<file path="src/rtl/mips_dmem_pkg.sv">
// Shared constants for the mips data-memory responder: region select, I/O offsets and
// console status layout.
package mips_dmem_pkg;

  localparam int unsigned IO_SEL_BIT = 31;

  localparam logic [2:0] IO_CYCLE     = 3'd0;
  localparam logic [2:0] IO_CONS_DATA = 3'd1;
  localparam logic [2:0] IO_CONS_STAT = 3'd2;
  localparam logic [2:0] IO_SCRATCH   = 3'd3;

  localparam int unsigned STAT_FULL    = 0;
  localparam int unsigned STAT_EMPTY   = 1;
  localparam int unsigned STAT_OVF     = 2;
  localparam int unsigned STAT_CNT_LSB = 4;
  localparam int unsigned STAT_CNT_W   = 5;

  function automatic logic [31:0] stat_word(input logic full, input logic empty,
                                            input logic ovf, input logic [STAT_CNT_W-1:0] cnt);
    logic [31:0] w;
    w = '0;
    w[STAT_FULL]  = full;
    w[STAT_EMPTY] = empty;
    w[STAT_OVF]   = ovf;
    w[STAT_CNT_LSB +: STAT_CNT_W] = cnt;
    return w;
  endfunction

endpackage

</file>
<file path="src/rtl/mips_cons_fifo.sv">
// Console byte FIFO, pointer-plus-count. Push while full and pop while empty are ignored;
// overflow reporting is left to the parent.
module mips_cons_fifo #(
  parameter int unsigned DEPTH = 8
) (
  input  logic                     clk,
  input  logic                     reset,
  input  logic                     push,
  input  logic [7:0]               data_in,
  input  logic                     pop,
  output logic [7:0]               head,
  output logic                     full,
  output logic                     empty,
  output logic [$clog2(DEPTH):0]   count
);

  localparam int unsigned PW = $clog2(DEPTH);

  logic [7:0]    mem [DEPTH];
  logic [PW-1:0] rd_q, wr_q;
  logic [PW:0]   cnt_q;
  logic          do_push, do_pop;

  assign full    = (cnt_q == (PW+1)'(DEPTH));
  assign empty   = (cnt_q == '0);
  assign do_push = push & ~full;
  assign do_pop  = pop & ~empty;

  always_ff @(posedge clk) begin
    if (reset) begin
      rd_q  <= '0;
      wr_q  <= '0;
      cnt_q <= '0;
    end else begin
      if (do_push) wr_q <= wr_q + 1'b1;
      if (do_pop)  rd_q <= rd_q + 1'b1;
      cnt_q <= cnt_q + {{PW{1'b0}}, do_push} - {{PW{1'b0}}, do_pop};
    end
  end

  // Storage is not reset; the pointers alone define what is live.
  always_ff @(posedge clk) begin
    if (!reset && do_push) mem[wr_q] <= data_in;
  end

  assign head  = empty ? 8'h00 : mem[rd_q];
  assign count = cnt_q;

endmodule

</file>
<file path="src/rtl/mips_dmem_responder.sv">
// Single-cycle data-memory responder: word RAM in the low half, MMIO (cycle counter,
// console FIFO, scratch) in the high half. Macro DMEM_CYCLE_COUNTER_EN enables the counter.
module mips_dmem_responder
  import mips_dmem_pkg::*;
#(
  parameter int unsigned DEPTH_WORDS = 64,
  parameter int unsigned CONS_DEPTH  = 8
) (
  input  logic        clk,
  input  logic        reset,
  input  logic [31:0] addr,
  input  logic [31:0] writedata,
  input  logic        memwrite,
  output logic [31:0] readdata,
  output logic        cons_valid,
  output logic [7:0]  cons_data,
  input  logic        cons_ready
);

  localparam int unsigned AW = $clog2(DEPTH_WORDS);
  localparam int unsigned CW = $clog2(CONS_DEPTH) + 1;

  logic          is_io;
  logic [2:0]    io_off;
  logic [AW-1:0] widx;
  logic          ram_we, io_we;
  logic          cons_push, cons_pop, stat_wr, scratch_wr;
  logic          fifo_full, fifo_empty;
  logic [CW-1:0] fifo_count;
  logic [7:0]    fifo_head;
  logic [31:0]   scratch_q;
  logic          ovf_q;
  logic [31:0]   cycle_val;
  logic [31:0]   ram [DEPTH_WORDS];
  logic          unused_addr;

  assign is_io  = addr[IO_SEL_BIT];
  assign io_off = addr[4:2];
  assign widx   = addr[AW+1:2];
  assign unused_addr = ^addr[30:0];

  assign ram_we     = memwrite & ~is_io & ~reset;
  assign io_we      = memwrite & is_io & ~reset;
  assign cons_push  = io_we & (io_off == IO_CONS_DATA);
  assign stat_wr    = io_we & (io_off == IO_CONS_STAT);
  assign scratch_wr = io_we & (io_off == IO_SCRATCH);
  assign cons_pop   = cons_valid & cons_ready;

  always_ff @(posedge clk) begin
    if (ram_we) ram[widx] <= writedata;
  end

  // Full is judged on pre-edge state, so a push into a full FIFO is lost even alongside a pop.
  always_ff @(posedge clk) begin
    if (reset) begin
      scratch_q <= '0;
      ovf_q     <= 1'b0;
    end else begin
      if (scratch_wr) scratch_q <= writedata;
      if (stat_wr) begin
        ovf_q <= 1'b0;
      end else if (cons_push && fifo_full) begin
        ovf_q <= 1'b1;
      end
    end
  end

`ifdef DMEM_CYCLE_COUNTER_EN
  logic [31:0] cycle_q;

  always_ff @(posedge clk) begin
    if (reset) cycle_q <= '0;
    else       cycle_q <= cycle_q + 32'd1;
  end

  assign cycle_val = cycle_q;
`else
  assign cycle_val = '0;
`endif

  mips_cons_fifo #(
    .DEPTH (CONS_DEPTH)
  ) u_cons_fifo (
    .clk     (clk),
    .reset   (reset),
    .push    (cons_push),
    .data_in (writedata[7:0]),
    .pop     (cons_pop),
    .head    (fifo_head),
    .full    (fifo_full),
    .empty   (fifo_empty),
    .count   (fifo_count)
  );

  assign cons_valid = ~fifo_empty;
  assign cons_data  = fifo_head;

  always_comb begin
    readdata = '0;
    if (!is_io) begin
      readdata = ram[widx];
    end else begin
      case (io_off)
        IO_CYCLE:     readdata = cycle_val;
        IO_CONS_STAT: readdata = stat_word(fifo_full, fifo_empty, ovf_q,
                                           STAT_CNT_W'(fifo_count));
        IO_SCRATCH:   readdata = scratch_q;
        default:      readdata = '0;
      endcase
    end
  end

endmodule

</file>
<file path="config.mk">
export PLATFORM = sky130hd
export DESIGN_NAME = mips_dmem_responder
export DESIGN_NICKNAME = d
export VERILOG_FILES = /design/src/rtl/mips_dmem_pkg.sv /design/src/rtl/mips_cons_fifo.sv /design/src/rtl/mips_dmem_responder.sv
export SDC_FILE = /design/constraint.sdc
export NUM_CORES = 2
export LEC_CHECK = 0
export ABC_AREA = 1
export ABC_CLOCK_PERIOD_IN_PS = 3500
export CAP_MARGIN = 30
export CORE_MARGIN = 10
export CORE_UTILIZATION = 24
export DETAILED_ROUTE_END_ITERATION = 10
export PLACE_DENSITY = 0.37
export RECOVER_POWER = 100
export SETUP_SLACK_MARGIN = 0.05
export SYNTH_ARGS = -nofsm -noshare
export SYNTH_HDL_FRONTEND = slang
export SYNTH_SLANG_ARGS = --single-unit
</file>
<file path="constraint.sdc">
create_clock -name clk -period 3.5 [get_ports clk]
set_input_delay 0.875 -clock clk [delete_from_list [all_inputs] [get_ports clk]]
set_output_delay 0.875 -clock clk [all_outputs]
set_load 0.03 [all_outputs]
</file>
After elaboration in Yosys (flattened, before gate mapping) --
Memories as Yosys holds them, arrays and structs flattened. A register that Yosys moved wholly into a read port is not among the register bits. Cells that the tools add are included.
Storage, ports and cells: register bits 43, bits in writable memories 2112, bits of input ports 68, output and inout bits 41, word-level logic and storage cells 43, memories kept 2
Operators by class: add/subtract/negate cells 4, eq/ne operators 4, muxes and demuxes 9, bitwise gates (word level) 14, reductions and logical operators 5
Memory list:
- ram | depth 64, width 32, read ports 1, clocked after Yosys merged registers in 0, write ports 1, RTL line mips_dmem_responder.sv:34 | logic [31:0] ram [DEPTH_WORDS];
- u_cons_fifo.mem | depth 8, width 8, read ports 1, clocked after Yosys merged registers in 1, write ports 1, RTL line mips_cons_fifo.sv:19 | logic [7:0] mem [DEPTH];
Operator list (count):
- $pmux 32 s2 | 1
- $mux 32 | 1
- $and 1x1->1 | 10
- $mux 8 | 1
- $add 3x1->3 const B | 2
- $eq 3x2->1 const B | 2
- $mux 3 | 2
- $add 4x1->4 | 1
- $eq 4x4->1 const B | 1
- $logic_not 4->1 | 1
- $mux 1 | 4
- $not 1->1 | 4
- $sub 4x1->4 | 1
- $eq 3x1->1 const B | 1
- $logic_and 1x1->1 | 2
- $reduce_or 2->1 | 1
- $logic_not 1->1 | 1

Depth between registers and ports, before layout --
depth after elaboration 7, depth in mapped cells 16, gate-level depth less buffers 13

Hierarchy --
From an unflattened synthesis, not the netlist that was laid out.
Second synthesis, totals: cells, all modules 9408, area total of the unflattened synthesis 93330.8 µm²
By module, submodules not included:
- mips_dmem_responder | instances 1, cells an instance 9031, area each 89806.1 µm², sequential area each 62159.6 µm²
- mips_cons_fifo | instances 1, cells an instance 377, area each 3524.6 µm², sequential area each 2182.1 µm²

Least setup slack after synthesis --
OpenSTA, ideal clock, no wires.
path type input-to-reg, from input port addr[2], to memory ram[10][0] (enable), library setup time 421 ps, arrival 3320 ps, required time 3079 ps, path slack -241 ps, cell stages on the path 9, buffers on the path 4, path through buf_4 -> buf_6 -> buf_6 -> buf_2 -> nor2_2 -> inv_1 -> nor2_4 -> nand2_1 -> nor2_1
RTL lines:
- from (decl) | RTL line mips_dmem_responder.sv:11 | input logic [31:0] addr,
- to (decl) | RTL line mips_dmem_responder.sv:34
No word-level cell before the write port.

Final worst setup path --
from input port addr[2], to output port readdata[5]
On the way: word-level cells in the longest chain between the ends 3, elaborated cells between the ends (all ways) 5, those cells by class 2 x eq/ne; 2 x mux; 1 x memory
Ends and longest elaborated chain:
- parallel branches: the longest is 2 deep, another holds $mem_v2 64x32
- $mux 32 (*) | RTL line mips_dmem_responder.sv:100 | if (!is_io) begin
- to (decl) | RTL line mips_dmem_responder.sv:14 | output logic [31:0] readdata,
Every way passes the cells marked *.

==> flow_metrics.tcl <==
set metrics [dict create \
    worst_slew_pin_slew_ns 3.152 \
    drive_gt1_share_pct 15.66 \
    clkSinkCount 2158 \
    grt_max_degree 74 \
    power_density_mw_per_mm2 516.8 \
    crit_chain "buf_16, buf_16, buf_16, bufbuf_16, or2_2, nand3_1, nand4_1, nand2_1, nand2_1, nor2_2, nand2_2, nand2_2, nand2_2, buf_12" \
    critPathKind "input pin to output port" \
    cp-end-kind "output port" \
    hold_class "input pin to flop" \
    start_util_pct 24.09 \
    cp_max_fo 13 \
    hold_violations 0 \
    violations "capacitance limit, slew limit, setup timing" \
    synth_edf_count 2112 \
    grt_pass1_wl_um 491100 \
    rows 228 \
    cts_root_buffer "clkbuf_16" \
    globalRouteMet2Util_pct 26.51 \
    p_leak_nw 49.25 \
    grtUsageTotal_pct 16.21 \
    post-route-util_pct 30.30 \
    synth_warnings 0 \
    path_buf_inv 5 \
    core_mm2 0.3857 \
    drc 0 \
    avgSynthCellArea_um2 10.01 \
    synth-seq-cells 2158 \
    routabilityCongestion 0.8507 \
    relSlewSlack_pct -110.1 \
    syn_area_mm2 0.09293 \
    async_flop_share_pct 0 \
    antenna_found_initial 38 \
    vias_per_cell 4.258 \
    drtAntennaViolNets 0 \
    use_met1_pct 22.84 \
    fmax_mhz 245.1 \
    fin_ws_ns -0.5801 \
    peakVddDrop_mv 0.4053 \
    status "finished, violations left" \
    clock-skew-final_ns 0.005960 \
    dp_hpwl_um 219200 \
    ys_types 30 \
    drv_slew 1261 \
    dieArea_mm2 0.4125 \
    post_drt_wl_per_cell_um 22.46 \
    grt_setup_unrepaired "true" \
    drtIter0Drc 4795 \
    first_pass_iters 5 \
    crit_family "simple AND/OR/NAND/NOR gates" \
    syn_to_final_growth_pct 25.77 \
    tns_ns -14.58 \
    grt-ovfl-total 0 \
    die_x_um 642.2 \
    use_met3_pct 1.776 \
    required_ns 2.62 \
    maxCapViolCount 31 \
    finalSetupViolCount 64 \
    ys_seq_area_share_pct 69.24 \
    boundaryPins 109 \
    preCtsSetupSlack_ns -1.019 \
    cts_tree "built" \
    yosys_most_used_dff "edfxtp_1" \
    wirelength_um 346500 \
    syn_nets 9361 \
    worstSetupStartpointType "input pin" \
    arrival_ns 3.21 \
    nets 10110 \
    synth_cells 9284 \
    worst_path_max_delay_cell "nand4_1" \
    min_period_over_period_pct 116.6 \
    clk_latency_ns 0.91 \
    num_vias 65700 \
    cts_buffers 245 \
    port_buffers 83 \
    period_minus_slack_ns 4.080 \
    power_mw 60.40 \
    grt_pass1_vias 64570 \
    die_height_um 642.2 \
    grt_busiest_layer "met2" \
    clkTransAtPathRegs_ns 0.06 \
    cts_buffer_depth 4 \
    htreeDepth 4 \
    slowest_delay_ns 0.32 \
]
[per-stage QoR]
| stage | instance area [µm²] | cells | hold WS [ns] |
|---|---|---|---|
| finish | 116900 | 15430 | 0.4259 |
| global route | 116800 | 15410 | 0.4207 |
| CTS | 118200 | 15380 | 0.3143 |
| detailed placement | 108200 | 14860 | 0.4742 |
| global placement | 108200 | 14860 | 0.4504 |
| floorplan | 92960 | 9284 | 0.4334 |
[final timing paths]
path,start,to,slack (ns),depth (start not counted)
hold / removal,writedata[14],ram[9][14],0.43,1
hold reg to reg,u_cons_fifo.rd_q[2],u_cons_fifo.rd_q[2],0.48,2
setup reg to reg,u_cons_fifo.count[2],u_cons_fifo.count[2],1.06,11
setup / recovery,addr[2],readdata[5],-0.58,14
[Yosys cell counts (all sizes together) (14+ instances only)]
| master | number | area share, % |
|---|---|---|
| nand2 | 4607 | 19 |
| edfxtp | 2112 | 68 |
| inv | 1019 | 4.1 |
| nand3 | 577 | 3.1 |
| buf | 359 | 2.1 |
| nor2 | 264 | 1.1 |
| clkbuf | 92 | 0.37 |
| o21ai | 78 | 0.42 |
| dfxtp | 46 | 0.99 |
| nand4 | 41 | 0.28 |
| or2 | 28 | 0.19 |
| a21oi | 14 | 0.075 |
[worst reg2reg max path: cells and delay by family, from the launching register on]
kind / cells / cell delay [ns]
DFF: 1 / 0.33
xor gates and xnor gates: 1 / 0.16
buffers and inverters: 3 / 0.28
adders and majority gates: 4 / 1.12
and+or+nand+nor: 3 / 0.45
[where the power goes]
part | internal, mW | switching, mW
clock | 14.4 | 10.7
sequential | 28.5 | 0.0698
combinational | 2.39 | 4.33
[sequential cells by signal (all words and copies together) (netlist names), named ones only]
signal	cells
ovf_q	1
u_cons_fifo.rd_q	3
ram	2048
u_cons_fifo.count	4
u_cons_fifo.wr_q	3
u_cons_fifo.mem	64
scratch_q	32
[layout make-up]
cell class	count	area [µm²]
inverters	1020	3880
clock inverters	133	1129
clock buffers	315	6539
multi-input cells	5655	24100
fillers	40010	268800
repair inverters	5	67.56
diodes	20	50.05
repair buffers	947	10290
flip-flops and latches	2158	64350
well taps	5175	6475
[placed cells by master, fill, tap and decap left out, types with 27 or more instances in the layout]
master     Yosys  layout
nor2_1       259     216
clkbuf_16      0     257
nand2_1     4607    4343
dfxtp_1       46      44
buf_16         0      27
nand4_1       41      41
nand2_4        0      56
clkbuf_1      92     139
nand2_2        0     206
clkinv_1       1      68
buf_4         61     390
buf_12         0     209
clkinv_2       0      34
o21ai_0       75      41
nand3_1      577     556
clkbuf_2       0      95
nor2_2         4      28
inv_1       1013    1010
buf_6          6      43
edfxtp_1    2112    2112
clkbuf_4       0      55
[kinds of logic after synthesis]
logic type                 Yosys count  share of synthesized area (%)
adders and majority gates            9                         0.1293
buffers and inverters             1471                          6.579
DFF                               2158                          69.24
xor gates and xnor gates             1                       0.009427
and+or+nand+nor                   5530                          23.37
AOI/OAI and AO/OA                  115                         0.6678
[per-layer routing]
metal	share of wire, %	wire length, µm
met2	46	159900
met3	4.1	14220
met4	2.8	9773
met5	0.0058	20
met1	47	162500
[what timing repair did]
action | in CTS | in global routing
buffers inserted | 52 | 27
cloned | 21 | 8
setup endpoints to repair | 41 | 40
hold buffers | 0 | 0
pin swaps | 98 | 140
gates resized for setup | 404 | 235
No activity file was read; power rests on OpenSTA's default activity.
